File: config.mk
export PLATFORM = sky130hd
export DESIGN_NAME = serial_pattern_gen
export DESIGN_NICKNAME = d
export VERILOG_FILES = /design/src/rtl/serial_pattern_gen.sv
export SDC_FILE = /design/constraint.sdc
export NUM_CORES = 1
export LEC_CHECK = 0
export CAP_MARGIN = 20
export CORE_UTILIZATION = 46
export DETAILED_ROUTE_END_ITERATION = 10
export HOLD_SLACK_MARGIN = 0.15
export PLACE_DENSITY = 0.83
export SYNTH_ARGS = -nofsm -noshare
export SYNTH_HDL_FRONTEND = slang
export SYNTH_SLANG_ARGS = --single-unit
export TNS_END_PERCENT = 10
File: constraint.sdc
create_clock -name clock -period 2 [get_ports clock]
set_input_delay 0.4 -clock clock [delete_from_list [all_inputs] [get_ports clock]]
set_output_delay 0.4 -clock clock [all_outputs]
set_load 0.05 [all_outputs]
File: src/rtl/serial_pattern_gen.sv
`default_nettype none
// ============================================================================
//  Module      : serial_pattern_gen
//  Description : Loads a parallel pattern and shifts it out MSB-first, one bit
//                per BIT_CYCLES clocks, in one-shot or continuous mode.
//  Revision    : 1.0 - initial release
// ============================================================================
module serial_pattern_gen #(
    parameter int WIDTH      = 8,
    parameter int BIT_CYCLES = 1
) (
    input  logic             clock,
    input  logic             rst,
    input  logic             start,
    input  logic             stop,
    input  logic             repeat_en,
    input  logic [WIDTH-1:0] pattern,
    output logic             bit_out,
    output logic             bit_valid,
    output logic             busy,
    output logic             done
);

    localparam int c_bit_w = $clog2(WIDTH);
    localparam int c_cyc_w = (BIT_CYCLES > 1) ? $clog2(BIT_CYCLES) : 1;
    localparam logic [c_bit_w-1:0] c_last_bit = c_bit_w'(WIDTH - 1);
    localparam logic [c_cyc_w-1:0] c_last_cyc = c_cyc_w'(BIT_CYCLES - 1);

    typedef enum logic [0:0] {
        S_IDLE  = 1'b0,
        S_SHIFT = 1'b1
    } state_t;

    state_t             r_state;
    state_t             w_state_nxt;
    logic [WIDTH-1:0]   r_shift;
    logic [WIDTH-1:0]   w_shift_nxt;
    logic [c_bit_w-1:0] r_bit_cnt;
    logic [c_bit_w-1:0] w_bit_cnt_nxt;
    logic [c_cyc_w-1:0] r_cyc_cnt;
    logic [c_cyc_w-1:0] w_cyc_cnt_nxt;
    logic               r_done;
    logic               w_done_nxt;

    always_ff @(posedge clock or negedge rst) begin
        if (!rst) begin
            r_state   <= S_IDLE;
            r_shift   <= '0;
            r_bit_cnt <= '0;
            r_cyc_cnt <= '0;
            r_done    <= 1'b0;
        end else begin
            r_state   <= w_state_nxt;
            r_shift   <= w_shift_nxt;
            r_bit_cnt <= w_bit_cnt_nxt;
            r_cyc_cnt <= w_cyc_cnt_nxt;
            r_done    <= w_done_nxt;
        end
    end

    // The shift register is zeroed whenever we leave SHIFT, so its MSB can
    // drive bit_out directly and still read 0 while idle.
    always_comb begin
        w_state_nxt   = r_state;
        w_shift_nxt   = r_shift;
        w_bit_cnt_nxt = r_bit_cnt;
        w_cyc_cnt_nxt = r_cyc_cnt;
        w_done_nxt    = 1'b0;

        case (r_state)
            S_IDLE: begin
                if (start && !stop) begin
                    w_state_nxt   = S_SHIFT;
                    w_shift_nxt   = pattern;
                    w_bit_cnt_nxt = c_last_bit;
                    w_cyc_cnt_nxt = '0;
                end
            end
            S_SHIFT: begin
                if (stop) begin
                    w_state_nxt   = S_IDLE;
                    w_shift_nxt   = '0;
                    w_bit_cnt_nxt = '0;
                    w_cyc_cnt_nxt = '0;
                end else if (r_cyc_cnt == c_last_cyc) begin
                    w_cyc_cnt_nxt = '0;
                    if (r_bit_cnt == '0) begin
                        w_done_nxt = 1'b1;
                        if (repeat_en) begin
                            w_shift_nxt   = pattern;
                            w_bit_cnt_nxt = c_last_bit;
                        end else begin
                            w_state_nxt   = S_IDLE;
                            w_shift_nxt   = '0;
                        end
                    end else begin
                        w_shift_nxt   = {r_shift[WIDTH-2:0], 1'b0};
                        w_bit_cnt_nxt = r_bit_cnt - 1'b1;
                    end
                end else begin
                    w_cyc_cnt_nxt = r_cyc_cnt + 1'b1;
                end
            end
            default: begin
                w_state_nxt = S_IDLE;
                w_shift_nxt = '0;
            end
        endcase
    end

    assign bit_out   = r_shift[WIDTH-1];
    assign bit_valid = (r_state == S_SHIFT);
    assign busy      = (r_state == S_SHIFT);
    assign done      = r_done;

endmodule
`default_nettype wire

Word-level counts from Yosys, hierarchy flattened --
Index checks and enable logic that the tools add are counted.
Operators by class: $add $sub $neg 2, equal/unequal tests 3, reduce and logical (&&, ||, !) cells 5, bitwise gates (word level) 1, mux-type cells 26
Operators by type and width (number):
- $mux W8 | 5
- $pmux W8 S2 | 1
- $mux W3 | 5
- $mux W1 | 12
- $pmux W3 S2 | 1
- $ne A4 B4 Y1 const B | 1
- $pmux W1 S2 | 2
- $logic_not A3 Y1 | 1
- $ne A3 B3 Y1 const B | 1
- $reduce_and A3 Y1 | 1
- $sub A3 B1 Y3 const B | 1
- $ne A2 B2 Y1 const B | 1
- $reduce_and A2 Y1 | 1
- $add A1 B1 Y1 const B | 1
- $logic_and A1 B1 Y1 | 1
- $logic_not A1 Y1 | 1
- $not A1 Y1 | 1
Storage, ports and cells: input bits 13, logic and storage cells 42, register bits 14

Longest topological paths before layout --
Gate-level depths: netlist of the first run.
depth after elaboration 5, depth in mapped cells 7, mapped depth without buffers 6

Worst setup path before layout of the first run --
OpenSTA, ideal clock, no wires.
kind register to register, from register r_bit_cnt[0], to register r_shift[4], library setup time 0.077 ns, data arrival time 1.454 ns, period minus slack after synthesis 1.531 ns, data required time 1.923 ns, stages on the path, launching flop included 8, slack 0.469 ns, cell sequence dfrtp_1 > inv_1 > ha_1 > nand2b_4 > and2_4 > buf_6 > or3b_1 > a21oi_1
On the way: word-level cells in the longest chain between the ends 5
Ends and longest elaborated chain:
- start: declaration | RTL line 38 | logic [c_bit_w-1:0] r_bit_cnt;
- start signal: assignment | RTL line 55 | r_bit_cnt <= w_bit_cnt_nxt;
- $logic_not A3 Y1 | RTL line 87 | if (r_bit_cnt == '0) begin
- $mux W8 | RTL line 87
- $mux W8 | RTL line 85 | end else if (r_cyc_cnt == c_last_cyc) begin
- $mux W8 | RTL line 80 | if (stop) begin
- $pmux W8 S2 | RTL line 70 | case (r_state)
- end signal: assignment | RTL line 54 | r_shift <= w_shift_nxt;
- end: declaration | RTL line 36 | logic [WIDTH-1:0] r_shift;
Every way passes these cells. The select of a mux whose other input is x is not followed. A chain may end at the register's enable or synchronous reset.

Worst setup path in the final report of the first run --
from register r_shift[7], to output port bit_out
RTL lines:
- end: declaration | RTL line 18 | output logic bit_out,
No word-level cell between the ends.

==> flow_summary.yaml, run 1 <==
yosys:
  ys_ff_latch: 13
  syn_area_um2: 684
  synth_nets: 82
  avgSynthCellArea_um2: 10.2
  synth_common_cells: "dfrtp_1 (13), nand2_1 (10), mux2i_1 (8)"
  ys_types: 25
  synth_top_area_cell: "dfrtp_1"
  yosys_warnings: 0
  yosysMostFrequentCell: "dfrtp_1"
  synth.top_cell.area_share_pct: 47.5
  synthTopCellsByArea: "dfrtp_1 (48%), mux2i_1 (12%), nand2_1 (5.5%), ha_1 (3.7%), o21ai_0 (3.7%)"
  ys.flop_type: "dfrtp_1"
  netlist_instances: 67
  synth_edf_count: 0
  ys_seq_area_share_pct: 47.5
  synth-async-reset-ratio_pct: 100
timing:
  tns_ns: 0
  skew_ns: 0.000796
  period_minus_slack_ns: 1.84
  relSlewSlack_pct: 61.5
  hold_viol_final: 0
  tightestPinTransition_ns: 0.576
  rsz0062_at_grt: "false"
  finalMaxSlewViolations: 0
  clock.fmax_mhz: 544
  setup_viol: 0
  finalCritPeriodShare_pct: 91.9
worst_setup_path:
  cp_cell_sequence: "clkdlybuf4s50_1"
  crit_fanout: 2
  r2r_slack_ns: 0.43
  cp.buffers_inverters: 1
  cp-start-kind: "flop"
  cpLargestDelayFamily: "buffers and inverters"
  arrival_ns: 1.44
  r2r-end: "r_shift[4]$_DFFE_PN0P_"
  slowest_delay_ns: 0.80
  slowest_stage: "clkdlybuf4s50_1"
  cp-startpoint: "r_shift[7]$_DFFE_PN0P_"
  end_kind: "output pin"
  path_class: "flop to output pin"
  cp.required_ns: 1.60
  reg2reg_from: "r_bit_cnt[0]$_DFFE_PN0P_"
  rr_worst_depth: 6
drt:
  via_count: 537
  drtIter0Drc: 3
  detail-route-antenna-nets: 0
  wl_per_cell_um: 12.6
  wl_um: 1260
  drt_first_pass_iters: 2
  via_per_inst: 5.37
  drc_errors: 0
global_routing:
  grt_max_degree: 15
  grt_pass1_wl_um: 2040
  antenna_found_initial: 0
  grtUsageTotal_pct: 19.3
  grt_overflow_total: 0
  grt_pass1_vias: 495
cells_and_area:
  drive_above_1_share_pct: 12.9
  diodes: 0
  areaGrowthSynthToFinish_pct: 27.2
  fin_nets: 101
  finalNonFillerCells: 100
power:
  power_per_cell_area_mw_per_mm2: 787
  p_seq_share_pct: 48.6
  intPower_mw: 0.475
  p_comb_share_pct: 28.1
  peakVddDrop_uv: 563
  clockPowerShare_pct: 23.3
  power.leakage_nw: 0.410
  p_sw_share_pct: 30.8
  netSwitchingPower_mw: 0.211
clocking:
  post-cts-setup-buffers: 0
  cts-resized-gates: 0
  hold_buffers: 0
  cts_max_path_buffers: 2
  h-tree-depth: 1
  path_clk_slew_ns: 0.08
  insertion_delay_ns: 0.27
  cts_tree: "built"
  cts_sinks: 13
  clock-root-buffer: "clkbuf_4"
  numCtsBuffers: 3
floorplan:
  core_mm2: 0.00135
  die-height_um: 40.6
  start_util_pct: 50.7
  rows: 13
  die_area_mm2: 0.00165
  die_x_um: 40.6
  ios: 17
placement:
  io_buffers: 16
  dp.final_hpwl_um: 947
  dp_cells: 96
  gp_congestion: 0.769
hold_path:
  hold_class: "input pin to async pin"
status:
  outcome: "finished, final reports clean"
job:
  drv_cap: 0
[power by group through the flow]
| stage | logic, mW | clock network [mW] | registers (mW) |
|---|---|---|---|
| final | 0.193 | 0.160 | 0.333 |
| after detailed placement | 0.194 | 0 | 0.337 |
| after global placement | 0.189 | 0 | 0.336 |
| after floorplan | 0.123 | 0 | 0.344 |
| after CTS | 0.195 | 0.164 | 0.332 |
| after global routing | 0.215 | 0.181 | 0.340 |
[cell usage in the layout, fill, tap and decap left out, types with 2 or more instances in the layout]
master / Yosys / final
clkdlybuf4s50_1: 0 / 14
dfrtp_1: 13 / 13
nand2_1: 10 / 10
mux2i_1: 8 / 8
o21ai_0: 5 / 5
inv_1: 4 / 4
buf_4: 1 / 4
a21oi_1: 3 / 3
clkbuf_4: 0 / 3
nor2_1: 2 / 2
o21ai_1: 2 / 2
o21a_1: 2 / 2
ha_1: 2 / 2
[registers in the layout (all words and copies together), names as in the netlist]
name / count
r_shift: 8
r_bit_cnt: 3
bit_valid: 1
done: 1
[how the worst max path moves through the flow]
| stage | depth (start not counted) | slack [ns] | end |
|---|---|---|---|
| after floorplan | 7 | 0.47 | r_shift[4]$_DFFE_PN0P_ |
| after global placement | 6 | 0.28 | r_shift[4]$_DFFE_PN0P_ |
| after detailed placement | 5 | 0.22 | r_bit_cnt[2]$_DFFE_PN0P_ |
| after CTS | 1 | 0.16 | bit_out |
| after global routing | 1 | 0.13 | bit_out |
| final | 1 | 0.16 | bit_out |
[area by class of cell]
| type | instances | area [um2] |
|---|---|---|
| Inverter | 5 | 18.8 |
| Sequential cell | 13 | 325 |
| Tap cell | 15 | 18.8 |
| Fill cell | 116 | 479 |
| Timing Repair Buffer | 18 | 170 |
| Clock buffer | 4 | 26.3 |
| Multi-Input combinational cell | 45 | 312 |
[kinds of logic (layout without fill, tap and decap cells)]
family,count (synthesis),count (layout),synth area share (%)
AO/OA/AOI/OAI,18,18,16.6
AND/OR/NAND/NOR,17,17,13.5
flip-flops,13,13,47.5
buffers and inverters,9,27,6.95
multiplexers,8,8,11.7
adder cells (fa/ha/maj),2,2,3.66
[stage by stage]
stage / worst slack [ns] / power [mW] / utilization (%) / instance area [um2] / hold slack [ns]
global placement: 0.282 / 0.525 / 62.6 / 845 / 0.476
floorplan: 0.469 / 0.467 / - / 684 / 0.104
CTS: 0.161 / 0.691 / 64.5 / 871 / 0.492
finish: 0.162 / 0.686 / 64.5 / 871 / 0.492
detailed placement: 0.216 / 0.531 / 62.6 / 845 / 0.475
global route: 0.126 / 0.736 / 64.5 / 871 / 0.515
[per-layer routing]
layer  routed length, um  global-route usage [%]  vias to the layer above
li1                    -                       -                      269
met1                 602                    23.6                      254
met2                 594                    33.3                       12
met3                  47                    3.33                        2
met4                  13                    7.50                        0
met5                   0                       0                        -
No activity file was read; power rests on OpenSTA's default activity.
==> inputs of run 2 (changes only) <==
--- a/config.mk
+++ b/config.mk
@@ -5,11 +5,12 @@
 export SDC_FILE = /design/constraint.sdc
 export NUM_CORES = 1
 export LEC_CHECK = 0
+export ABC_AREA = 1
 export CAP_MARGIN = 20
-export CORE_UTILIZATION = 46
+export CORE_UTILIZATION = 48
 export DETAILED_ROUTE_END_ITERATION = 10
 export HOLD_SLACK_MARGIN = 0.15
-export PLACE_DENSITY = 0.83
+export PLACE_DENSITY = 0.84
 export SYNTH_ARGS = -nofsm -noshare
 export SYNTH_HDL_FRONTEND = slang
 export SYNTH_SLANG_ARGS = --single-unit
==> run 2 against run 1 <==
  * Clock power barely moved
  * Critical path depth stayed put
  * Non-clock buffer count fell by 2
  * First-iteration DRC count increased to 3.0 times the previous value
  * Final cell count is 43% higher
  * Combinational power rose by 70%
  * Critical endpoint unchanged
  * Largest power group unchanged
==> flow_summary.yaml, run 2 <==
clocking:
  cts_tree: "built"
  post-cts-setup-buffers: 0
  h-tree-depth: 1
  hold_buffers: 0
  cts_max_path_buffers: 2
  clock-root-buffer: "clkbuf_4"
  cts_sinks: 13
  numCtsBuffers: 3
  insertion_delay_ns: 0.27
  path_clk_slew_ns: 0.08
  cts-resized-gates: 0
floorplan:
  die_x_um: 42.2
  ios: 17
  rows: 14
  core_mm2: 0.00151
  die-height_um: 42.2
  die_area_mm2: 0.00178
  start_util_pct: 51.5
yosys:
  synth-simple-area-share_pct: 42.4
  synth_edf_count: 0
  syn_area_um2: 776
  yosysMostFrequentCell: "nand2_1"
  synth_common_cells: "nand2_1 (59), dfrtp_1 (13), inv_1 (6)"
  synth_xor_xnor_area_share_pct: 0
  synth_top_family_by_area: "simple AND/OR/NAND/NOR gates"
  synthMuxAreaShare_pct: 0
  synthTopCellsByArea: "dfrtp_1 (42%), nand2_1 (29%), nand2_4 (5.8%), ha_1 (3.2%), nand3_1 (3.2%)"
  ys_ff_latch: 13
  synth_nets: 124
  synth.top_cell.area_share_pct: 41.9
  netlist_instances: 109
  synth-compound-area-share_pct: 2.90
  synth-async-reset-ratio_pct: 100
  synth_top_area_cell: "dfrtp_1"
  ys_types: 16
  ys_seq_area_share_pct: 41.9
  yosys_warnings: 0
  synthAdderAreaFrac_pct: 3.23
  avgSynthCellArea_um2: 7.12
  ys.flop_type: "dfrtp_1"
cells_and_area:
  stdcell_area_um2: 958
  fin_nets: 143
  largest_reg_flops: 8
  largestRegisters: "r_shift x8, r_bit_cnt x3"
  layout_common_cells: "nand2_1 (59), clkdlybuf4s50_1 (14), dfrtp_1 (13)"
  areaGrowthSynthToFinish_pct: 23.5
  drive_above_1_share_pct: 14.2
  finalNonFillerCells: 143
  diodes: 0
  largest_register: "r_shift"
  num-fill-cells: 136
  layout_commonest_cell: "nand2_1"
drt:
  drc_errors: 0
  detail-route-antenna-nets: 0
  via_count: 692
  drtIter0Drc: 9
  via_per_inst: 4.84
  drt_first_pass_iters: 4
  wl_um: 1490
  wl_per_cell_um: 10.4
global_routing:
  grt_overflow_total: 0
  antenna_found_initial: 0
  grt_max_degree: 14
  grt_pass1_wl_um: 2460
  grtUsageTotal_pct: 18.4
  grt_pass1_vias: 584
placement:
  dp_cells: 139
  io_buffers: 16
  dp.final_hpwl_um: 1120
  gp_congestion: 0.828
  placedInstanceArea_um2: 932
worst_setup_path:
  slowest_stage: "clkdlybuf4s50_1"
  cpLargestDelayFamily: "buffers and inverters"
  slowest_delay_ns: 0.80
  cp-start-kind: "flop"
  path_class: "flop to output pin"
  end_kind: "output pin"
  arrival_ns: 1.43
  cp.buffers_inverters: 1
  cp_cell_sequence: "clkdlybuf4s50_1"
  crit_fanout: 2
  cp.required_ns: 1.60
timing:
  finalCritPeriodShare_pct: 91.6
  skew_ns: 0.00227
  setup_viol: 0
  tightestPinTransition_ns: 0.591
  relSlewSlack_pct: 60.5
  tns_ns: 0
  whs_ns: 0.483
  finalMaxSlewViolations: 0
  rsz0062_at_grt: "false"
  period_minus_slack_ns: 1.83
  hold_viol_final: 0
  clock.fmax_mhz: 546
power:
  peakVddDrop_uv: 540
  power_per_cell_area_mw_per_mm2: 898
  power.leakage_nw: 0.532
status:
  outcome: "finished, final reports clean"
job:
  drv_cap: 0
hold_path:
  hold_class: "flop to flop"
[run 2: cell types whose count changed in the layout (fill, tap and decap cells not counted), sizes merged, moves of 2 or more]
cell	delta
inv	+7
a21oi	-2
nand2	+55
o21a	-2
nand3	+5
mux2i	-8
o21ai	-6
buf	-2
nor2	+4
a22o	-2
[run 2: through the flow]
stage / power, mW / util [%] / setup slack, ns
after floorplan: 0.619 / - / 0.625
after global placement: 0.695 / 61.9 / 0.475
after detailed placement: 0.705 / 61.9 / 0.438
after CTS: 0.869 / 63.6 / 0.157
after global routing: 0.929 / 63.6 / 0.139
final: 0.861 / 63.6 / 0.167
[run 2: final timing paths]
| kind | slack, ns | endpoint | cells past startpoint | from |
|---|---|---|---|---|
| setup / recovery | 0.17 | bit_out | 1 | r_shift[7]$_DFFE_PN0P_ |
| hold / removal | 0.48 | r_shift[3]$_DFFE_PN0P_ | 2 | r_shift[3]$_DFFE_PN0P_ |
| setup reg to reg | 0.65 | r_bit_cnt[1]$_DFFE_PN0P_ | 9 | r_bit_cnt[0]$_DFFE_PN0P_ |
| hold reg to reg | 0.48 | r_shift[3]$_DFFE_PN0P_ | 2 | r_shift[3]$_DFFE_PN0P_ |
| max in group asynchronous | 1.12 | r_bit_cnt[1]$_DFFE_PN0P_ | 1 | rst |
| min in group asynchronous | 0.50 | r_shift[4]$_DFFE_PN0P_ | 1 | rst |
[run 2: worst register-to-register path: stages (launching register included)]
cell and delay [ns]:
dfrtp_1 0.40, inv_1 0.09, ha_1 0.26, nand2_4 0.10, nor2_2 0.12, nand2_2 0.07
nand2_4 0.08, inv_2 0.04, nand2_1 0.05, nand2_1 0.05
[run 2: power breakdown]
part / switching (mW) / internal [mW]
clock: 0.0860 / 0.0773
sequential: 0.0469 / 0.323
combinational: 0.204 / 0.123
[run 2: cell families after synthesis]
| group | after synthesis |
|---|---|
| AND/OR/NAND/NOR | 76 |
| adder cells (fa/ha/maj) | 2 |
| flip-flops | 13 |
| buffers and inverters | 14 |
| AO/OA/AOI/OAI | 4 |
[run 2: metal layers]
layer  track usage (%)  part of all wire [%]
met1              24.5                    47
met2              28.0                    46
met3              4.31                   4.1
met4              9.38                   2.3
met5                 0                     0
[run 2: final cells by class]
cell class,count,area (um2),area share [%]
multi-input cells,82,377,39.3
flip-flops and latches,13,325,33.9
repair buffers,16,155,16.2
inverters,12,55.1,5.74
clock buffers,4,26.3,2.74
well taps,16,20.0,2.09
